===== config.mk =====
export PLATFORM = sky130hd
export DESIGN_NAME = audio_level_meter
export DESIGN_NICKNAME = d
export VERILOG_FILES = /design/src/rtl/audio_level_meter.sv
export SDC_FILE = /design/constraint.sdc
export NUM_CORES = 1
export LEC_CHECK = 0
export ABC_AREA = 1
export CORE_AREA = 2 2 109 111
export DETAILED_ROUTE_END_ITERATION = 10
export DIE_AREA = 0 0 111 113
export MAX_ROUTING_LAYER = met4
export PLACE_DENSITY = 0.64
export SLEW_MARGIN = 20
export SYNTH_ARGS = -nofsm -noshare
export SYNTH_HDL_FRONTEND = slang
export SYNTH_SLANG_ARGS = --single-unit

===== constraint.sdc =====
create_clock -name Clock -period 4.9 [get_ports Clock]
set_clock_uncertainty 0.15 [all_clocks]
set_input_delay 0.98 -clock Clock [delete_from_list [all_inputs] [get_ports Clock]]
set_output_delay 0.98 -clock Clock [all_outputs]
set_load 0.01 [all_outputs]

===== src/rtl/audio_level_meter.sv =====
// Stereo level meter: strobe sync, saturated |L|/|R| max, fast-attack/slow-decay 8-bit envelope.
// Optional peak hold enabled by defining METER_PEAK_HOLD_EN.
module audio_level_meter #(
    parameter int Width       = 24,
    parameter int DecayDiv    = 480,
    parameter int DecayStep   = 1,
    parameter int HoldSamples = 24000
) (
    input  logic             Clock,
    input  logic             Reset,
    input  logic             Strobe,
    input  logic [Width-1:0] DataL,
    input  logic [Width-1:0] DataR,
    output logic [7:0]       Level,
    output logic [7:0]       PeakLevel,
    output logic             LevelValid,
    output logic             Overrun
);

    localparam int DivW = $clog2(DecayDiv + 1);
    localparam logic signed [Width-1:0] MinVal = {1'b1, {(Width-1){1'b0}}};
    localparam logic signed [Width-1:0] MaxVal = {1'b0, {(Width-1){1'b1}}};

    typedef enum logic [1:0] {IDLE, CAPTURE, COMPUTE, UPDATE} state_t;

    // Saturated magnitude, top 8 bits below the sign so full scale reads 0xFF.
    function automatic logic [7:0] mag8(input logic signed [Width-1:0] x);
        logic signed [Width-1:0] m;
        if (x[Width-1]) m = (x == MinVal) ? MaxVal : -x;
        else            m = x;
        return m[Width-2:Width-9];
    endfunction

    function automatic logic [7:0] decay_floor(input logic [7:0] env, input logic [7:0] cur);
        logic [8:0] diff;
        logic [7:0] dec;
        diff = {1'b0, env} - 9'(DecayStep);
        dec  = diff[8] ? 8'd0 : diff[7:0];
        return (dec > cur) ? dec : cur;
    endfunction

    state_t                   state_q, state_d;
    logic                     s1_q, s2_q, s3_q;
    logic                     edge_w;
    logic signed [Width-1:0]  samp_l_q, samp_r_q;
    logic [7:0]               abs_l_q, abs_r_q;
    logic [7:0]               cur_w;
    logic [7:0]               env_q, env_d;
    logic [DivW-1:0]          cnt_q, cnt_d;
    logic                     valid_q, valid_d;
    logic                     ovr_q, ovr_d;

    assign edge_w = s2_q & ~s3_q;
    assign cur_w  = (abs_l_q >= abs_r_q) ? abs_l_q : abs_r_q;

    always_comb begin
        state_d = state_q;
        env_d   = env_q;
        cnt_d   = cnt_q;
        valid_d = 1'b0;
        ovr_d   = ovr_q | (edge_w && (state_q != IDLE));
        case (state_q)
            IDLE:    if (edge_w) state_d = CAPTURE;
            CAPTURE: state_d = COMPUTE;
            COMPUTE: begin
                // Envelope result is registered on entry to UPDATE so it is visible with the pulse.
                state_d = UPDATE;
                valid_d = 1'b1;
                if (cur_w >= env_q) begin
                    env_d = cur_w;
                    cnt_d = '0;
                end else if (cnt_q == DivW'(DecayDiv - 1)) begin
                    cnt_d = '0;
                    env_d = decay_floor(env_q, cur_w);
                end else begin
                    cnt_d = cnt_q + 1'b1;
                end
            end
            UPDATE:  state_d = IDLE;
            default: state_d = IDLE;
        endcase
    end

    always_ff @(posedge Clock) begin
        if (!Reset) begin
            state_q <= IDLE;
            s1_q    <= 1'b0;
            s2_q    <= 1'b0;
            s3_q    <= 1'b0;
            env_q   <= '0;
            cnt_q   <= '0;
            valid_q <= 1'b0;
            ovr_q   <= 1'b0;
        end else begin
            state_q <= state_d;
            s1_q    <= Strobe;
            s2_q    <= s1_q;
            s3_q    <= s2_q;
            env_q   <= env_d;
            cnt_q   <= cnt_d;
            valid_q <= valid_d;
            ovr_q   <= ovr_d;
        end
    end

    // Sample datapath carries no reset; it is only consumed under FSM control.
    always_ff @(posedge Clock) begin
        if (state_q == IDLE && edge_w) begin
            samp_l_q <= DataL;
            samp_r_q <= DataR;
        end
        abs_l_q <= mag8(samp_l_q);
        abs_r_q <= mag8(samp_r_q);
    end

`ifdef METER_PEAK_HOLD_EN
    localparam int HoldW = $clog2(HoldSamples + 1);

    logic [7:0]       peak_q, peak_d;
    logic [HoldW-1:0] hold_q, hold_d;

    always_comb begin
        peak_d = peak_q;
        hold_d = hold_q;
        if (state_q == COMPUTE) begin
            if (cur_w >= peak_q) begin
                peak_d = cur_w;
                hold_d = HoldW'(HoldSamples - 1);
            end else if (hold_q != '0) begin
                hold_d = hold_q - 1'b1;
            end else begin
                peak_d = env_d;
            end
        end
    end

    always_ff @(posedge Clock) begin
        if (!Reset) begin
            peak_q <= '0;
            hold_q <= '0;
        end else begin
            peak_q <= peak_d;
            hold_q <= hold_d;
        end
    end

    assign PeakLevel = peak_q;
`else
    assign PeakLevel = env_q;
`endif

    assign Level      = env_q;
    assign LevelValid = valid_q;
    assign Overrun    = ovr_q;

endmodule


==> impl_metrics.ini <==
[run_status]
status = complete, no violations

[die]
start_util_pct = 39.63
dieArea_sq_um = 12540
die_x_um = 111
die_h_um = 113
core_area_sq_um = 11270
io_pins = 69
fp-row-count = 39

[synth]
synth-seq-area-share_pct = 50.20
yosys_warnings = 0
synth_area_leader_cell = edfxtp_1
synthTopCellsByArea = edfxtp_1, dfxtp_1, nand2_1, ha_1, inv_1
async_reset_ff_share_pct = 0
synthDistinctLibCells = 42
ys_seq_elements = 88
synth_top_area_share_pct = 32.27
synth_edf_count = 48
ys.flop_type = edfxtp_1
netlist_top_cells_count = nand2_1, inv_1, nand3_1, edfxtp_1, nor2_1
avgSynthCellArea_sq_um = 8.969
syn_nets = 573
syn-cell-area_sq_um = 4467
syn_inst = 498
yosysMostFrequentCell = nand2_1

[worst_hold_path]
whs_endpoint = s2_q
hold_path.class = register to register
hold_start = s1_q
hold_depth = 2

[cts]
cts-buffers-inserted = 9
cts_tree = built
clockRootBuffer = clkbuf_16
clock_tree.buffer_depth = 2
ctsHtreeMaxLevel = 3
cts_hold_buf = 0
post_cts_resized = 0
cts.clk_slew.worst_paths_ns = 0.07
insertion_delay_ns = 0.33
cts_sinks = 88
cts_setup_buffers = 0

[final_layout]
drive_above_1_share_pct = 11.38
syn2layout_area_growth_pct = 24.90
final_util_pct = 49.49
nNetsFinal = 641
layoutNonFillerInstCount = 714
diodes = 0

[power]
ir_drop_v = 0.0001934
power_density_nw_per_um2 = 404.7
leakage_uw = 0.002340

[route]
wirelength_um = 8410
ant_nets = 0
post_drt_via_cell_ratio = 4.758
drc = 0
wl_per_cell_um = 11.78
vias = 3397
drtIter0Drc = 180
first_pass_iters = 4

[sta]
slew_headroom_pct = 50.76
setup_viol = 0
fmax_mhz = 273.8
finalSetupTns_ns = 0
rsz0062_at_grt = no
layout_min_cycle_time_ns = 3.652
slew_viol_final = 0
finalHoldViolations = 0
tightestPinTransition_ns = 0.7364
finalCritPeriodShare_pct = 74.53

[placed_design]
dpl.hpwl_um = 6525
portBuffers = 68
placed_cells = 698
gp_congestion = 0.8606

[worst_setup_path]
r2r_cells = 19
startpoint_type = register
reg2reg_slack_ns = 1.25
worstPathArrival_ns = 3.78
r2r_start = abs_r_q[7]
cp_max_fo = 15
critPathKind = register to register
end_kind = register
worst_r2r_endpoint = Level[6]
worst_ep_required_time_ns = 5.03

[global_routing]
antenna_found_initial = 0
grt_use_total_pct = 15.02
grt_first_pass_wirelength_um = 14920
first_global_vias = 3398
grt_overflow = 0
grt_max_degree = 49

[job]
timing.max_cap.violations = 0
## metal layers
layer	part of all wire, %	global-route usage, %
met1	45	17.62
met2	49	25.52
met3	4.2	2.410
met4	2.2	6.917
met5	0	-
## where the power goes
group          switching (uW)  leakage (uW)  internal (uW)
clock network             282      0.000149            449
registers                34.9      0.000767            839
logic                     393       0.00142            258
## worst max path at each step
stage	start	depth (start not counted)	end
after floorplan	abs_r_q[7]	20	Level[6]
after global placement	abs_r_q[4]	19	Level[2]
after detailed placement	abs_l_q[0]	19	Level[7]
after CTS	abs_r_q[7]	19	Level[6]
after global routing	abs_r_q[1]	21	Level[5]
final	abs_r_q[7]	19	Level[6]
## placed cells by master, fill, tap and decap left out, drive strengths merged, types with 2 or more instances in the layout
cell           synthesis  final
a21oi                  8      8
and3                   2      2
bufinv                 0      2
clkbuf                 1     10
clkdlybuf4s50          0     68
clkinvlp               0      2
dfxtp                 40     40
edfxtp                48     48
ha                    24     24
inv                   74     75
nand2                111    111
nand3                 59     59
nand3b                 3      3
nand4                  9      9
nor2                  55     55
nor3                   5      5
nor4                   5      5
o211ai                 2      2
o21ai                 15     15
or2                   13     13
xnor2                  2      2
xor2                   4      4
## stage by stage
stage / worst slack [ns] / cell area [sq um] / hold slack [ns] / power [uW]
floorplan: 1.529 / 4467 / 0.2405 / 1370
CTS: 1.234 / 5579 / 0.2765 / 2277
global placement: 1.377 / 5258 / 0.2459 / 1527
global route: 0.8889 / 5579 / 0.2901 / 2417
detailed placement: 1.267 / 5258 / 0.2594 / 1541
finish: 1.248 / 5579 / 0.2657 / 2258
## logic make-up (layout without fill, tap and decap cells)
kind of cell / Yosys count / in the layout / share of synthesized area, %
and+or+nand+nor: 262 / 262 / 29.36
DFF: 88 / 88 / 50.20
buffers and inverters: 86 / 159 / 8.095
AOI/OAI and AO/OA: 32 / 32 / 4.454
adders and majority gates: 24 / 24 / 6.723
xor gates and xnor gates: 6 / 6 / 1.176
## critical path, cell delays in order (launching register included)
cell	delay (ns)
dfxtp_1	0.33
inv_1	0.04
ha_1	0.30
nand2_2	0.09
nor2_4	0.13
nand2_2	0.10
nand3_4	0.20
inv_1	0.07
or2_2	0.26
o21ai_0	0.15
inv_1	0.08
ha_1	0.30
nand2_1	0.09
nor2_1	0.05
a211oi_1	0.58
a21boi_2	0.32
nand3_4	0.14
nand2_1	0.09
nand3_1	0.07
nand2_1	0.06
## layout make-up
class,instances,area (sq um)
fillers,1052,5693
flip-flops and latches,88,2242
multi-input cells,324,1871
repair buffers,69,688.2
inverters,74,277.8
clock buffers,10,229.0
well taps,143,178.9
clock inverters,6,92.59
## state kept, by name, summed over array words and instances, names as in the netlist
register    cells
abs_l_q         8
s3_q            1
s2_q            1
Overrun         1
abs_r_q         8
samp_l_q       24
Level           8
state_q         2
s1_q            1
LevelValid      1
samp_r_q       24
cnt_q           9
Power figures use the tool's default switching activity.
